File: config.mk
export PLATFORM = sky130hd
export DESIGN_NAME = netdma_read_dispatcher_flat
export DESIGN_NICKNAME = d
export VERILOG_FILES = /design/src/rtl/netdma_read_dispatcher_if.sv /design/src/rtl/netdma_read_dispatcher.sv /design/src/flat_wrapper.sv
export SDC_FILE = /design/constraint.sdc
export NUM_CORES = 1
export LEC_CHECK = 0
export ABC_CLOCK_PERIOD_IN_PS = 4900
export BUFFER_PORTS_ARGS = -buffer_cell sky130_fd_sc_hd__buf_4
export CAP_MARGIN = 20
export CORE_MARGIN = 10
export CORE_UTILIZATION = 50
export CTS_CLUSTER_DIAMETER = 150
export CTS_CLUSTER_SIZE = 12
export DETAILED_ROUTE_END_ITERATION = 8
export GPL_ROUTABILITY_DRIVEN = 0
export PLACE_DENSITY = 0.83
export SYNTH_ARGS = -nofsm -noshare
export SYNTH_HDL_FRONTEND = slang
export SYNTH_SLANG_ARGS = --single-unit
File: constraint.sdc
create_clock -name clk_i -period 4.9 [get_ports clk_i]
set_input_delay 0.735 -clock clk_i [delete_from_list [all_inputs] [get_ports clk_i]]
set_output_delay 0.735 -clock clk_i [all_outputs]
set_load 0.01 [all_outputs]
File: src/rtl/netdma_read_dispatcher_if.sv
// Bus bundle for the read dispatcher: descriptor FIFO head/pop, Avalon-MM read
// master, and the framed word stream into the TX data buffer.
// Handshakes: the FIFO entry is consumed in the cycle desc_buf_rdreq_o is high.
// An Avalon read transfers when rd_read_o & !rd_waitrequest_i. Until then the
// master holds read, address and burstcount stable. Returned words have no
// backpressure: rd_readdatavalid_i and data_valid_o each qualify one word.
interface netdma_read_dispatcher_if #(
    parameter int BC_W = 4
);
    logic [63:0]     descriptor_i;
    logic            desc_buf_empty_i;
    logic            desc_buf_rdreq_o;
    logic [31:0]     rd_address_o;
    logic            rd_read_o;
    logic [BC_W-1:0] rd_burstcount_o;
    logic            rd_waitrequest_i;
    logic [31:0]     rd_readdata_i;
    logic            rd_readdatavalid_i;
    logic [31:0]     data_o;
    logic            data_valid_o;
    logic            data_sop_o;
    logic            data_eop_o;

    modport master (
        input  descriptor_i, desc_buf_empty_i, rd_waitrequest_i,
               rd_readdata_i, rd_readdatavalid_i,
        output desc_buf_rdreq_o, rd_address_o, rd_read_o, rd_burstcount_o,
               data_o, data_valid_o, data_sop_o, data_eop_o
    );

    modport slave (
        output descriptor_i, desc_buf_empty_i, rd_waitrequest_i,
               rd_readdata_i, rd_readdatavalid_i,
        input  desc_buf_rdreq_o, rd_address_o, rd_read_o, rd_burstcount_o,
               data_o, data_valid_o, data_sop_o, data_eop_o
    );
endinterface

File: src/rtl/netdma_read_dispatcher.sv
// Read dispatcher: pops one descriptor at a time from the show-ahead FIFO,
// splits it into Avalon read bursts of at most MAX_BURST words while keeping
// no more than MAX_OUTSTANDING words in flight, and forwards the returned
// words to the TX buffer framed with sop/eop, pulsing desc_done_o at the end.
module netdma_read_dispatcher #(
    parameter  int MAX_BURST       = 8,
    parameter  int MAX_OUTSTANDING = 32,
    localparam int BC_W            = $clog2(MAX_BURST) + 1
) (
    input  logic                           clk_i,
    input  logic                           rst_i,
    input  logic                           enable_i,
    netdma_read_dispatcher_if.master       bus,
    output logic                           desc_done_o,
    output logic                           busy_o,
    output logic [1:0]                     o_dbg_state
);
    localparam int OUT_W = $clog2(MAX_OUTSTANDING + 1);
    localparam int CW    = OUT_W + BC_W + 1;

    typedef enum logic [1:0] {
        S_IDLE  = 2'd0,
        S_ISSUE = 2'd1,
        S_DRAIN = 2'd2
    } state_t;

    state_t           r_state;
    logic             r_active;      // low through reset so no pop is issued while held
    logic [31:0]      r_addr;
    logic [15:0]      r_len;
    logic [15:0]      r_remaining;
    logic [15:0]      r_returned;
    logic [BC_W-1:0]  r_burst;
    logic             r_rd_read;
    logic [OUT_W-1:0] r_outstanding;
    logic [31:0]      r_data;
    logic             r_data_valid;
    logic             r_sop;
    logic             r_eop;
    logic             r_desc_done;

    logic             w_go;
    logic [15:0]      w_len;
    logic             w_pop;
    logic             w_accept;
    logic             w_ret;
    logic [15:0]      w_rem_after;
    logic [OUT_W-1:0] w_out_after;
    logic [BC_W-1:0]  w_next_burst;
    logic [BC_W-1:0]  w_len_burst;
    logic [31:0]      w_addr_step;
    logic             w_unused;

    // Words in the next burst: the remaining count capped at MAX_BURST.
    function automatic logic [BC_W-1:0] f_burst(input logic [15:0] rem);
        if (rem >= 16'(MAX_BURST)) return BC_W'(MAX_BURST);
        return BC_W'(rem);
    endfunction

    // A burst may be requested only if it keeps in-flight words within credit.
    function automatic logic f_fits(input logic [OUT_W-1:0] outs, input logic [BC_W-1:0] b);
        return (CW'(outs) + CW'(b)) <= CW'(MAX_OUTSTANDING);
    endfunction

    // Next-state helpers shared by the issue and return paths.
    always_comb begin
        w_go         = bus.descriptor_i[63];
        w_len        = bus.descriptor_i[47:32];
        w_pop        = r_active && (r_state == S_IDLE) && enable_i &&
                       !bus.desc_buf_empty_i && !r_desc_done;
        w_accept     = r_rd_read && !bus.rd_waitrequest_i;
        w_ret        = bus.rd_readdatavalid_i && (r_outstanding != '0);
        w_rem_after  = w_accept ? (r_remaining - 16'(r_burst)) : r_remaining;
        w_out_after  = r_outstanding + (w_accept ? OUT_W'(r_burst) : '0)
                                     - (w_ret ? OUT_W'(1) : '0);
        w_next_burst = f_burst(w_rem_after);
        w_len_burst  = f_burst(w_len);
        w_addr_step  = 32'({r_burst, 2'b00});
        w_unused     = ^{bus.descriptor_i[62:48], bus.descriptor_i[1:0]};
    end

    // Dispatcher FSM, credit counter and registered return path.
    always_ff @(posedge clk_i or posedge rst_i) begin
        if (rst_i) begin
            r_state       <= S_IDLE;
            r_active      <= 1'b0;
            r_addr        <= '0;
            r_len         <= '0;
            r_remaining   <= '0;
            r_returned    <= '0;
            r_burst       <= '0;
            r_rd_read     <= 1'b0;
            r_outstanding <= '0;
            r_data        <= '0;
            r_data_valid  <= 1'b0;
            r_sop         <= 1'b0;
            r_eop         <= 1'b0;
            r_desc_done   <= 1'b0;
        end else begin
            r_active      <= 1'b1;
            r_desc_done   <= 1'b0;
            r_outstanding <= w_out_after;
            r_data_valid  <= w_ret;
            r_sop         <= 1'b0;
            r_eop         <= 1'b0;
            // Words arriving with nothing outstanding are stale and dropped.
            if (w_ret) begin
                r_data     <= bus.rd_readdata_i;
                r_sop      <= (r_returned == 16'd0);
                r_eop      <= (r_returned == (r_len - 16'd1));
                r_returned <= r_returned + 16'd1;
            end
            case (r_state)
                S_IDLE: begin
                    // go=0 entries are popped and silently discarded.
                    if (w_pop && w_go) begin
                        if (w_len == 16'd0) begin
                            r_desc_done <= 1'b1;
                        end else begin
                            r_addr      <= {bus.descriptor_i[31:2], 2'b00};
                            r_len       <= w_len;
                            r_remaining <= w_len;
                            r_returned  <= '0;
                            r_burst     <= w_len_burst;
                            r_rd_read   <= f_fits(w_out_after, w_len_burst);
                            r_state     <= S_ISSUE;
                        end
                    end
                end
                S_ISSUE: begin
                    if (w_accept) begin
                        r_addr      <= r_addr + w_addr_step;
                        r_remaining <= w_rem_after;
                        if (w_rem_after == 16'd0) begin
                            r_rd_read <= 1'b0;
                            r_burst   <= '0;
                            r_state   <= S_DRAIN;
                        end else begin
                            r_burst   <= w_next_burst;
                            r_rd_read <= f_fits(w_out_after, w_next_burst);
                        end
                    end else if (!r_rd_read) begin
                        // Credit only grows while waiting, so a raised read stays raised.
                        r_rd_read <= f_fits(w_out_after, r_burst);
                    end
                end
                S_DRAIN: begin
                    if (r_returned == r_len) begin
                        r_desc_done <= 1'b1;
                        r_state     <= S_IDLE;
                    end
                end
                default: r_state <= S_IDLE;
            endcase
        end
    end

    assign bus.desc_buf_rdreq_o = w_pop;
    assign bus.rd_address_o     = r_addr;
    assign bus.rd_read_o        = r_rd_read;
    assign bus.rd_burstcount_o  = r_burst;
    assign bus.data_o           = r_data;
    assign bus.data_valid_o     = r_data_valid;
    assign bus.data_sop_o       = r_sop;
    assign bus.data_eop_o       = r_eop;
    assign desc_done_o          = r_desc_done;
    assign busy_o               = (r_state != S_IDLE) || (r_outstanding != '0);
    assign o_dbg_state          = r_state;

endmodule

File: src/flat_wrapper.sv
// flat-port wrapper written by rule: the top's interface ports become plain ports
module netdma_read_dispatcher_flat 
#(
    parameter  int MAX_BURST       = 8,
    parameter  int MAX_OUTSTANDING = 32,
    localparam int BC_W            = $clog2(MAX_BURST) + 1
)
  (clk_i, rst_i, enable_i, desc_done_o, busy_o, o_dbg_state, bus_descriptor_i, bus_desc_buf_empty_i, bus_rd_waitrequest_i, bus_rd_readdata_i, bus_rd_readdatavalid_i, bus_desc_buf_rdreq_o, bus_rd_address_o, bus_rd_read_o, bus_rd_burstcount_o, bus_data_o, bus_data_valid_o, bus_data_sop_o, bus_data_eop_o);
  netdma_read_dispatcher_if #(.BC_W((4))) bus_i ();
  input  logic clk_i;
  input  logic rst_i;
  input  logic enable_i;
  output logic desc_done_o;
  output logic busy_o;
  output logic [1:0] o_dbg_state;
  input wire logic [$bits(bus_i.descriptor_i)-1:0] bus_descriptor_i;
  input wire logic [$bits(bus_i.desc_buf_empty_i)-1:0] bus_desc_buf_empty_i;
  input wire logic [$bits(bus_i.rd_waitrequest_i)-1:0] bus_rd_waitrequest_i;
  input wire logic [$bits(bus_i.rd_readdata_i)-1:0] bus_rd_readdata_i;
  input wire logic [$bits(bus_i.rd_readdatavalid_i)-1:0] bus_rd_readdatavalid_i;
  output wire logic [$bits(bus_i.desc_buf_rdreq_o)-1:0] bus_desc_buf_rdreq_o;
  output wire logic [$bits(bus_i.rd_address_o)-1:0] bus_rd_address_o;
  output wire logic [$bits(bus_i.rd_read_o)-1:0] bus_rd_read_o;
  output wire logic [$bits(bus_i.rd_burstcount_o)-1:0] bus_rd_burstcount_o;
  output wire logic [$bits(bus_i.data_o)-1:0] bus_data_o;
  output wire logic [$bits(bus_i.data_valid_o)-1:0] bus_data_valid_o;
  output wire logic [$bits(bus_i.data_sop_o)-1:0] bus_data_sop_o;
  output wire logic [$bits(bus_i.data_eop_o)-1:0] bus_data_eop_o;
  assign bus_i.descriptor_i = bus_descriptor_i;
  assign bus_i.desc_buf_empty_i = bus_desc_buf_empty_i;
  assign bus_i.rd_waitrequest_i = bus_rd_waitrequest_i;
  assign bus_i.rd_readdata_i = bus_rd_readdata_i;
  assign bus_i.rd_readdatavalid_i = bus_rd_readdatavalid_i;
  assign bus_desc_buf_rdreq_o = bus_i.desc_buf_rdreq_o;
  assign bus_rd_address_o = bus_i.rd_address_o;
  assign bus_rd_read_o = bus_i.rd_read_o;
  assign bus_rd_burstcount_o = bus_i.rd_burstcount_o;
  assign bus_data_o = bus_i.data_o;
  assign bus_data_valid_o = bus_i.data_valid_o;
  assign bus_data_sop_o = bus_i.data_sop_o;
  assign bus_data_eop_o = bus_i.data_eop_o;
  netdma_read_dispatcher #(.MAX_BURST(MAX_BURST), .MAX_OUTSTANDING(MAX_OUTSTANDING)) u_core (.clk_i(clk_i), .rst_i(rst_i), .enable_i(enable_i), .bus(bus_i), .desc_done_o(desc_done_o), .busy_o(busy_o), .o_dbg_state(o_dbg_state));
endmodule
# == Yosys cells after proc, flatten, opt, wreduce, memory -nomap -nowiden ==
# Cells that the tools add are included.
# word_totals
elab_cells,104
regBits,130
out_inout_bits,77
# op_classes
n_mux,44
n_lt_le_gt_ge,5
bitwise,1
n_addsub,9
n_eq_ne,9
reduce_logical,22
# op_table
cell,count
two-way mux 16 bit,8
two-way mux 32 bit,3
case mux 32 bit (2 select lines),1
logical NOT 16 bit,3
two-way mux 4 bit,9
"<= comparator 11 x 6 -> 1 bit, second input constant",3
adder 32 x 6 -> 32 bit,1
== test 16 bit,2
"greater-or-equal comparator 16 x 4 -> 1 bit, second input constant",2
case mux 16 bit (2 select lines),1
adder 6 x 4 -> 7 bit,3
"adder 16 x 1 -> 16 bit, second input constant",1
"subtractor 16 x 1 -> 16 bit, second input constant",1
subtractor 16 x 4 -> 16 bit,1
two-way mux 1 bit,13
two-way mux 2 bit,5
case mux 4 bit (2 select lines),1
logical AND 1 bit,7
adder 6 bit,1
"!= test 2 x 1 -> 1 bit, second input constant",3
case mux 2 bit (3 select lines),1
AND reduction 3 bit,2
nonzero test 6 bit,1
subtractor 6 bit,1
other kinds (11),16

# == Logic depth before layout (Yosys ltp) ==
# logic_depth
ltp_word,11
depth_mapped,20
mapped_depth_nobuf,19

# == Worst setup path after synthesis ==
# No wires, ideal clock.
# synth_timing
path_kind,register to register
start,reg u_core.r_outstanding[4]
end,"reg u_core.r_rd_read, in the netlist u_core.bus.rd_read_o"
setup_slack_ns,0.169
path_buffers,2
synth_period_minus_slack_ns,4.731
path_stages_with_launch,20
required_ns,4.774
arrival_time_ns,4.606
cell_sequence,dfrtp_1 > inv_1 > ha_1 > nand2b_1 > o41ai_2 > inv_1 > clkbuf_1 > clkbuf_1 > ha_1 > inv_1 > ha_1 > fa_1 > fa_1 > a21o_1 > a21o_1 > o211ai_1 > a21oi_1 > a2111oi_0 > a31oi_1 > a221o_1
# synth_via
elab_chain_cells,9
elab_cells_between_ends,17
# synth_rtl
item,line,text
"start, declared",netdma_read_dispatcher.sv:35,logic [OUT_W-1:0] r_outstanding;
"start signal, assigned",netdma_read_dispatcher.sv:102,r_outstanding <= w_out_after;
nonzero test 6 bit *,netdma_read_dispatcher.sv:72,w_ret = bus.rd_readdatavalid_i && (r_outstanding != '0);
logical AND 1 bit *,netdma_read_dispatcher.sv:72,
via u_core.w_ret,netdma_read_dispatcher.sv:46,logic w_ret;
two-way mux 1 bit *,netdma_read_dispatcher.sv:75,- (w_ret ? OUT_W'(1) : '0);
subtractor 6 bit *,netdma_read_dispatcher.sv:75,
via u_core.w_out_after[1],netdma_read_dispatcher.sv:48,logic [OUT_W-1:0] w_out_after;
adder 6 x 4 -> 7 bit,netdma_read_dispatcher.sv:62,return (CW'(outs) + CW'(b)) <= CW'(MAX_OUTSTANDING);
<= comparator 11 x 6 -> 1 bit,netdma_read_dispatcher.sv:62,
"two-way mux 1 bit, on equally long branches","netdma_read_dispatcher.sv:142, netdma_read_dispatcher.sv:117, netdma_read_dispatcher.sv:134",
"two-way mux 1 bit, on equally long branches","netdma_read_dispatcher.sv:131, netdma_read_dispatcher.sv:116",
case mux 1 bit (2 select lines) *,netdma_read_dispatcher.sv:113,case (r_state)
"end signal, assigned",netdma_read_dispatcher.sv:125,"r_rd_read <= f_fits(w_out_after, w_len_burst);"
"end signal, assigned",netdma_read_dispatcher.sv:140,"r_rd_read <= f_fits(w_out_after, w_next_burst);"
"end signal, assigned",netdma_read_dispatcher.sv:144,"r_rd_read <= f_fits(w_out_after, r_burst);"
"end, declared",netdma_read_dispatcher.sv:34,logic r_rd_read;
# Mark *: on every way through the listed nets, which the timed path passes. The rest lies on a longest branch. The select of a mux whose other input is x is not followed.
# A chain may end at the register's enable or synchronous reset.

# == Final worst setup path ==
# layout_timing
start,"reg u_core.r_burst[0], in the netlist u_core.bus.rd_burstcount_o[0]"
end,"reg u_core.r_rd_read, in the netlist u_core.bus.rd_read_o"
# layout_via
elab_chain_cells,10
elab_cells_between_ends,21
# layout_rtl
item,line,text
"start, declared",netdma_read_dispatcher.sv:33,logic [BC_W-1:0] r_burst;
"start signal, assigned",netdma_read_dispatcher.sv:124,r_burst <= w_len_burst;
"start signal, assigned",netdma_read_dispatcher.sv:139,r_burst <= w_next_burst;
subtractor 16 x 4 -> 16 bit,netdma_read_dispatcher.sv:73,w_rem_after = w_accept ? (r_remaining - 16'(r_burst)) : r_remaining;
two-way mux 16 bit,netdma_read_dispatcher.sv:73,
greater-or-equal comparator 16 x 4 -> 1 bit,netdma_read_dispatcher.sv:56,if (rem >= 16'(MAX_BURST)) return BC_W'(MAX_BURST);
two-way mux 1 bit,netdma_read_dispatcher.sv:56,
two-way mux 4 bit,netdma_read_dispatcher.sv:57,return BC_W'(rem);
adder 6 x 4 -> 7 bit,netdma_read_dispatcher.sv:62,
<= comparator 11 x 6 -> 1 bit,netdma_read_dispatcher.sv:62,
two-way mux 1 bit,netdma_read_dispatcher.sv:134,if (w_rem_after == 16'd0) begin
two-way mux 1 bit,netdma_read_dispatcher.sv:131,if (w_accept) begin
case mux 1 bit (2 select lines) *,netdma_read_dispatcher.sv:113,
# Mark *: on every way between the ends. The rest lies on a longest branch, timed or not. The select of a mux whose other input is x is not followed.

==> results.py <==
metrics = {
    "outcome": {
        "status": "finished, final reports clean",
    },
    "detailed_routing": {
        "ant_nets": 0,
        "drc_errors": 0,
        "vias": 7741,
        "drt-total-wl_mm": 23.31,
        "drt_iter0_markers": 536,
        "drt_first_pass_iters": 5,
        "wl_per_cell_um": 17.48,
        "via_per_inst": 5.807,
    },
    "yosys": {
        "netlist_top_cells_area": "dfrtp_1 39%, nand2_1 7.7%, ha_1 5.1%, a21oi_1 5.0%, nor2_1 4.0%",
        "synth.cell_area_um2": 8168,
        "synth_seq_area_share_pct": 39.22,
        "synth-seq-cells": 128,
        "synth_xor_area_share_pct": 5.040,
        "synth_top_area_share_pct": 39.22,
        "synthFlopType": "dfrtp_1",
        "synth_compound_area_share_pct": 18.43,
        "synthSimpleGateAreaFrac_pct": 23.85,
        "synthCells": 962,
        "yosysTopAreaCell": "dfrtp_1",
        "synth_top_family_by_area": "simple AND/OR/NAND/NOR gates",
        "async_flop_share_pct": 100.0,
        "ys_warn_count": 0,
        "synthAdderAreaFrac_pct": 6.526,
        "synth_edf_count": 0,
        "avgSynthCellArea_um2": 8.490,
        "synthMuxAreaShare_pct": 2.282,
        "synth.distinct_cells": 75,
    },
    "power": {
        "ir_drop_uv": 356.6,
        "p_leak_nw": 4.752,
        "power_density_nw_per_um2": 610.5,
    },
    "timing": {
        "rsz0062_at_grt": "false",
        "fin_crit_ns": 4.509,
        "fin_tns_setup_ns": 0,
        "drv_slew": 0,
        "slew_headroom_pct": 38.74,
        "hold_viol": 0,
        "worst_slew_pin_slew_ns": 0.9113,
        "finalCritPeriodShare_pct": 92.03,
        "holdWs_ns": 0.4759,
        "timing.fmax_mhz": 221.8,
        "finalClockSkew_ns": 0.006805,
        "finalSetupViolCount": 0,
    },
    "floorplanning": {
        "die_w_um": 147.8,
        "die_y_um": 147.8,
        "pin_count": 179,
        "rows": 46,
        "core_um2": 15940,
        "initial_core_util_pct": 51.23,
        "die-area_um2": 21850,
    },
    "placed_design": {
        "placed_cell_area_um2": 9550,
        "dp_hpwl_mm": 16.83,
        "port_buffers": 159,
    },
    "cells_and_area": {
        "layout-drive-gt1-share_pct": 21.75,
        "antennaDiodeCount": 0,
        "area_growth_pct": 24.86,
        "finalInstanceArea_um2": 10200,
        "final_nets": 1245,
    },
    "min_path": {
        "min-delay-start": "u_core.bus.data_o[3]",
        "holdPathEnd": "u_core.bus.data_o[3]",
        "hp-class": "reg -> reg",
        "hold_path_depth": 2,
    },
    "worst_setup_path": {
        "worstPathArrival_ns": 4.81,
        "critical_path.max_fanout": 5,
        "end_kind": "flop",
        "cp_data_required_time_ns": 5.21,
        "rr_endpoint": "u_core.bus.rd_read_o",
        "rrSetupSlack_ns": 0.39,
        "worst-r2r-cell-count": 17,
        "critPathKind": "reg -> reg",
        "cp-start-kind": "flop",
        "r2r-start": "u_core.bus.rd_burstcount_o[0]",
    },
    "clock_network": {
        "htree_levels": 4,
        "clk_path_buf_depth": 2,
        "cts-buffers-inserted": 17,
        "cts_root_buf": "clkbuf_16",
        "cts_sinks": 128,
        "tritoncts": "yes",
        "clkTransAtPathRegs_ns": 0.06,
        "insertion_delay_ns": 0.42,
    },
    "global_routing": {
        "grt_overflow": 0,
        "grt_pass1_wl_mm": 37.36,
        "grt_max_degree": 71,
        "grt_pass1_vias": 7325,
        "grt_usage_pct": 20.65,
        "antenna_found_initial": 0,
    },
    "flow_run": {
        "maxCapViolCount": 0,
    },
}
==> registers in the layout, indices dropped and copies added (netlist names) <==
register                    flops
u_core.r_remaining             16
u_core.desc_done_o              1
u_core.bus.rd_read_o            1
u_core.r_len                   16
u_core.bus.data_o              32
u_core.r_returned              16
u_core.bus.rd_burstcount_o      4
u_core.o_dbg_state              2
u_core.bus.rd_address_o        30
u_core.bus.data_eop_o           1
u_core.bus.data_sop_o           1
u_core.r_outstanding            6
u_core.r_active                 1
u_core.bus.data_valid_o         1
==> critical path, cell delays in order (launching register included) <==
cell and delay, ns:
dfrtp_1 0.39, ha_1 0.23, fa_1 0.41, nor2b_1 0.26
o21ai_0 0.22, and4b_1 0.23, o311a_1 0.35, nand2_1 0.17
nor2_1 0.06, ha_1 0.21, fa_1 0.41, a21o_1 0.20
a21o_1 0.21, o211ai_1 0.09, a21oi_1 0.10, a2111oi_1 0.41
a31oi_1 0.09, a221o_1 0.35
==> stage by stage <==
stage / setup WS (ns) / std cells / util, % / power, mW
floorplan: 0.1685 / 963 / - / 3.872
global placement: 0.4352 / 1300 / 59.90 / 4.691
detailed placement: 0.3134 / 1300 / 59.90 / 4.814
CTS: 0.2865 / 1332 / 63.83 / 6.184
global route: 0.02859 / 1333 / 63.97 / 6.675
finish: 0.3906 / 1333 / 63.97 / 6.226
==> synthesized netlist by cell type, types with 3 or more instances <==
cell type / count
a211oi_1: 6
a21o_1: 11
a21oi_1: 81
a22oi_1: 5
a2bb2oi_1: 13
a31oi_1: 11
and2_1: 7
and3_1: 8
and4b_1: 4
buf_2: 13
buf_4: 4
clkbuf_1: 35
dfrtp_1: 128
fa_1: 6
ha_1: 33
inv_1: 38
mux2_2: 13
mux2i_1: 4
nand2_1: 168
nand2b_1: 6
nand3_1: 33
nand4_1: 17
nor2_1: 87
nor2b_1: 10
nor3_1: 18
nor4_1: 15
nor4b_1: 5
o21a_1: 5
o21ai_0: 37
o21ai_1: 11
o22a_1: 6
o22ai_1: 15
o2bb2ai_1: 3
o31ai_1: 6
o32ai_1: 4
or2_2: 4
or3_1: 3
xnor2_1: 19
xor2_1: 28
==> layout make-up <==
class                   instances  area, um2
fillers                      1307       5744
multi-input cells             744       4628
flip-flops and latches        128       3203
repair buffers                175       1326
clock buffers                  20      466.7
well taps                     216      270.3
clock inverters                12      158.9
inverters                      38      145.1
==> layer usage <==
layer	vias to the layer above	wire, um	track usage (%)
met5	-	0	0
met4	0	430	6.541
met3	35	1832	5.586
met2	314	11010	33.61
met1	3690	10030	26.09
li1	3702	-	-
==> layout by cell type, fill, tap and decap left out, types with 4 or more instances in the layout <==
cell type   Yosys  routed
o21ai_0        37      37
nand4_1        17      17
a22oi_1         5       5
and2_1          7       7
and4b_1         4       4
xnor2_1        19      19
mux2i_1         4       4
clkbuf_16       0      17
a21o_1         11      11
o21ai_1        11      11
nand3_1        33      33
a31oi_1        11      11
nor2_1         87      86
nand2_1       168     168
and3_1          8       8
nor4_1         15      15
nand2b_1        6       6
inv_1          38      37
clkinvlp_4      0       5
fa_1            6       6
or2_2           4       4
a2bb2oi_1      13      13
xor2_1         28      28
ha_1           33      33
o22ai_1        15      15
nor3_1         18      18
buf_4           4     174
o32ai_1         4       4
nor4b_1         5       5
dfrtp_1       128     128
o31ai_1         6       6
nor2b_1        10      10
o22a_1          6       6
a21oi_1        81      81
a211oi_1        6       6
mux2_2         13      13
o21a_1          5       4
==> how the worst max path moves through the flow <==
stage	from	endpoint	slack, ns	depth (start not counted)
after CTS	u_core.r_remaining[0]	u_core.bus.rd_read_o	0.29	18
final	u_core.bus.rd_burstcount_o[0]	u_core.bus.rd_read_o	0.39	17
after global placement	u_core.bus.rd_burstcount_o[1]	u_core.bus.rd_read_o	0.44	17
after detailed placement	u_core.bus.rd_burstcount_o[0]	u_core.bus.rd_read_o	0.31	17
after global routing	u_core.r_remaining[0]	u_core.bus.rd_read_o	0.03	18
after floorplan	u_core.r_outstanding[4]	u_core.bus.rd_read_o	0.17	19
==> logic make-up (layout without fill, tap and decap cells) <==
kind of cell / count (synthesis) / count (layout)
muxes: 17 / 17
DFF: 128 / 128
and+or+nand+nor: 403 / 403
other: 2 / 3
adders and majority gates: 39 / 39
xor gates and xnor gates: 47 / 47
AOI/OAI and AO/OA: 235 / 235
buffers and inverters: 91 / 245
==> timing repair <==
action,in CTS,in global routing
hold buffers,0,0
buffers inserted,0,0
setup endpoints to repair,0,1
resized for setup,0,3
==> power by group <==
part,total (mW),switching [mW],internal [mW]
Clock,1.33,0.488,0.841
Sequential,1.85,0.451,1.39
Combinational,3.05,1.73,1.32
Total,6.23,2.67,3.56
(Power assumes the default switching activity.)
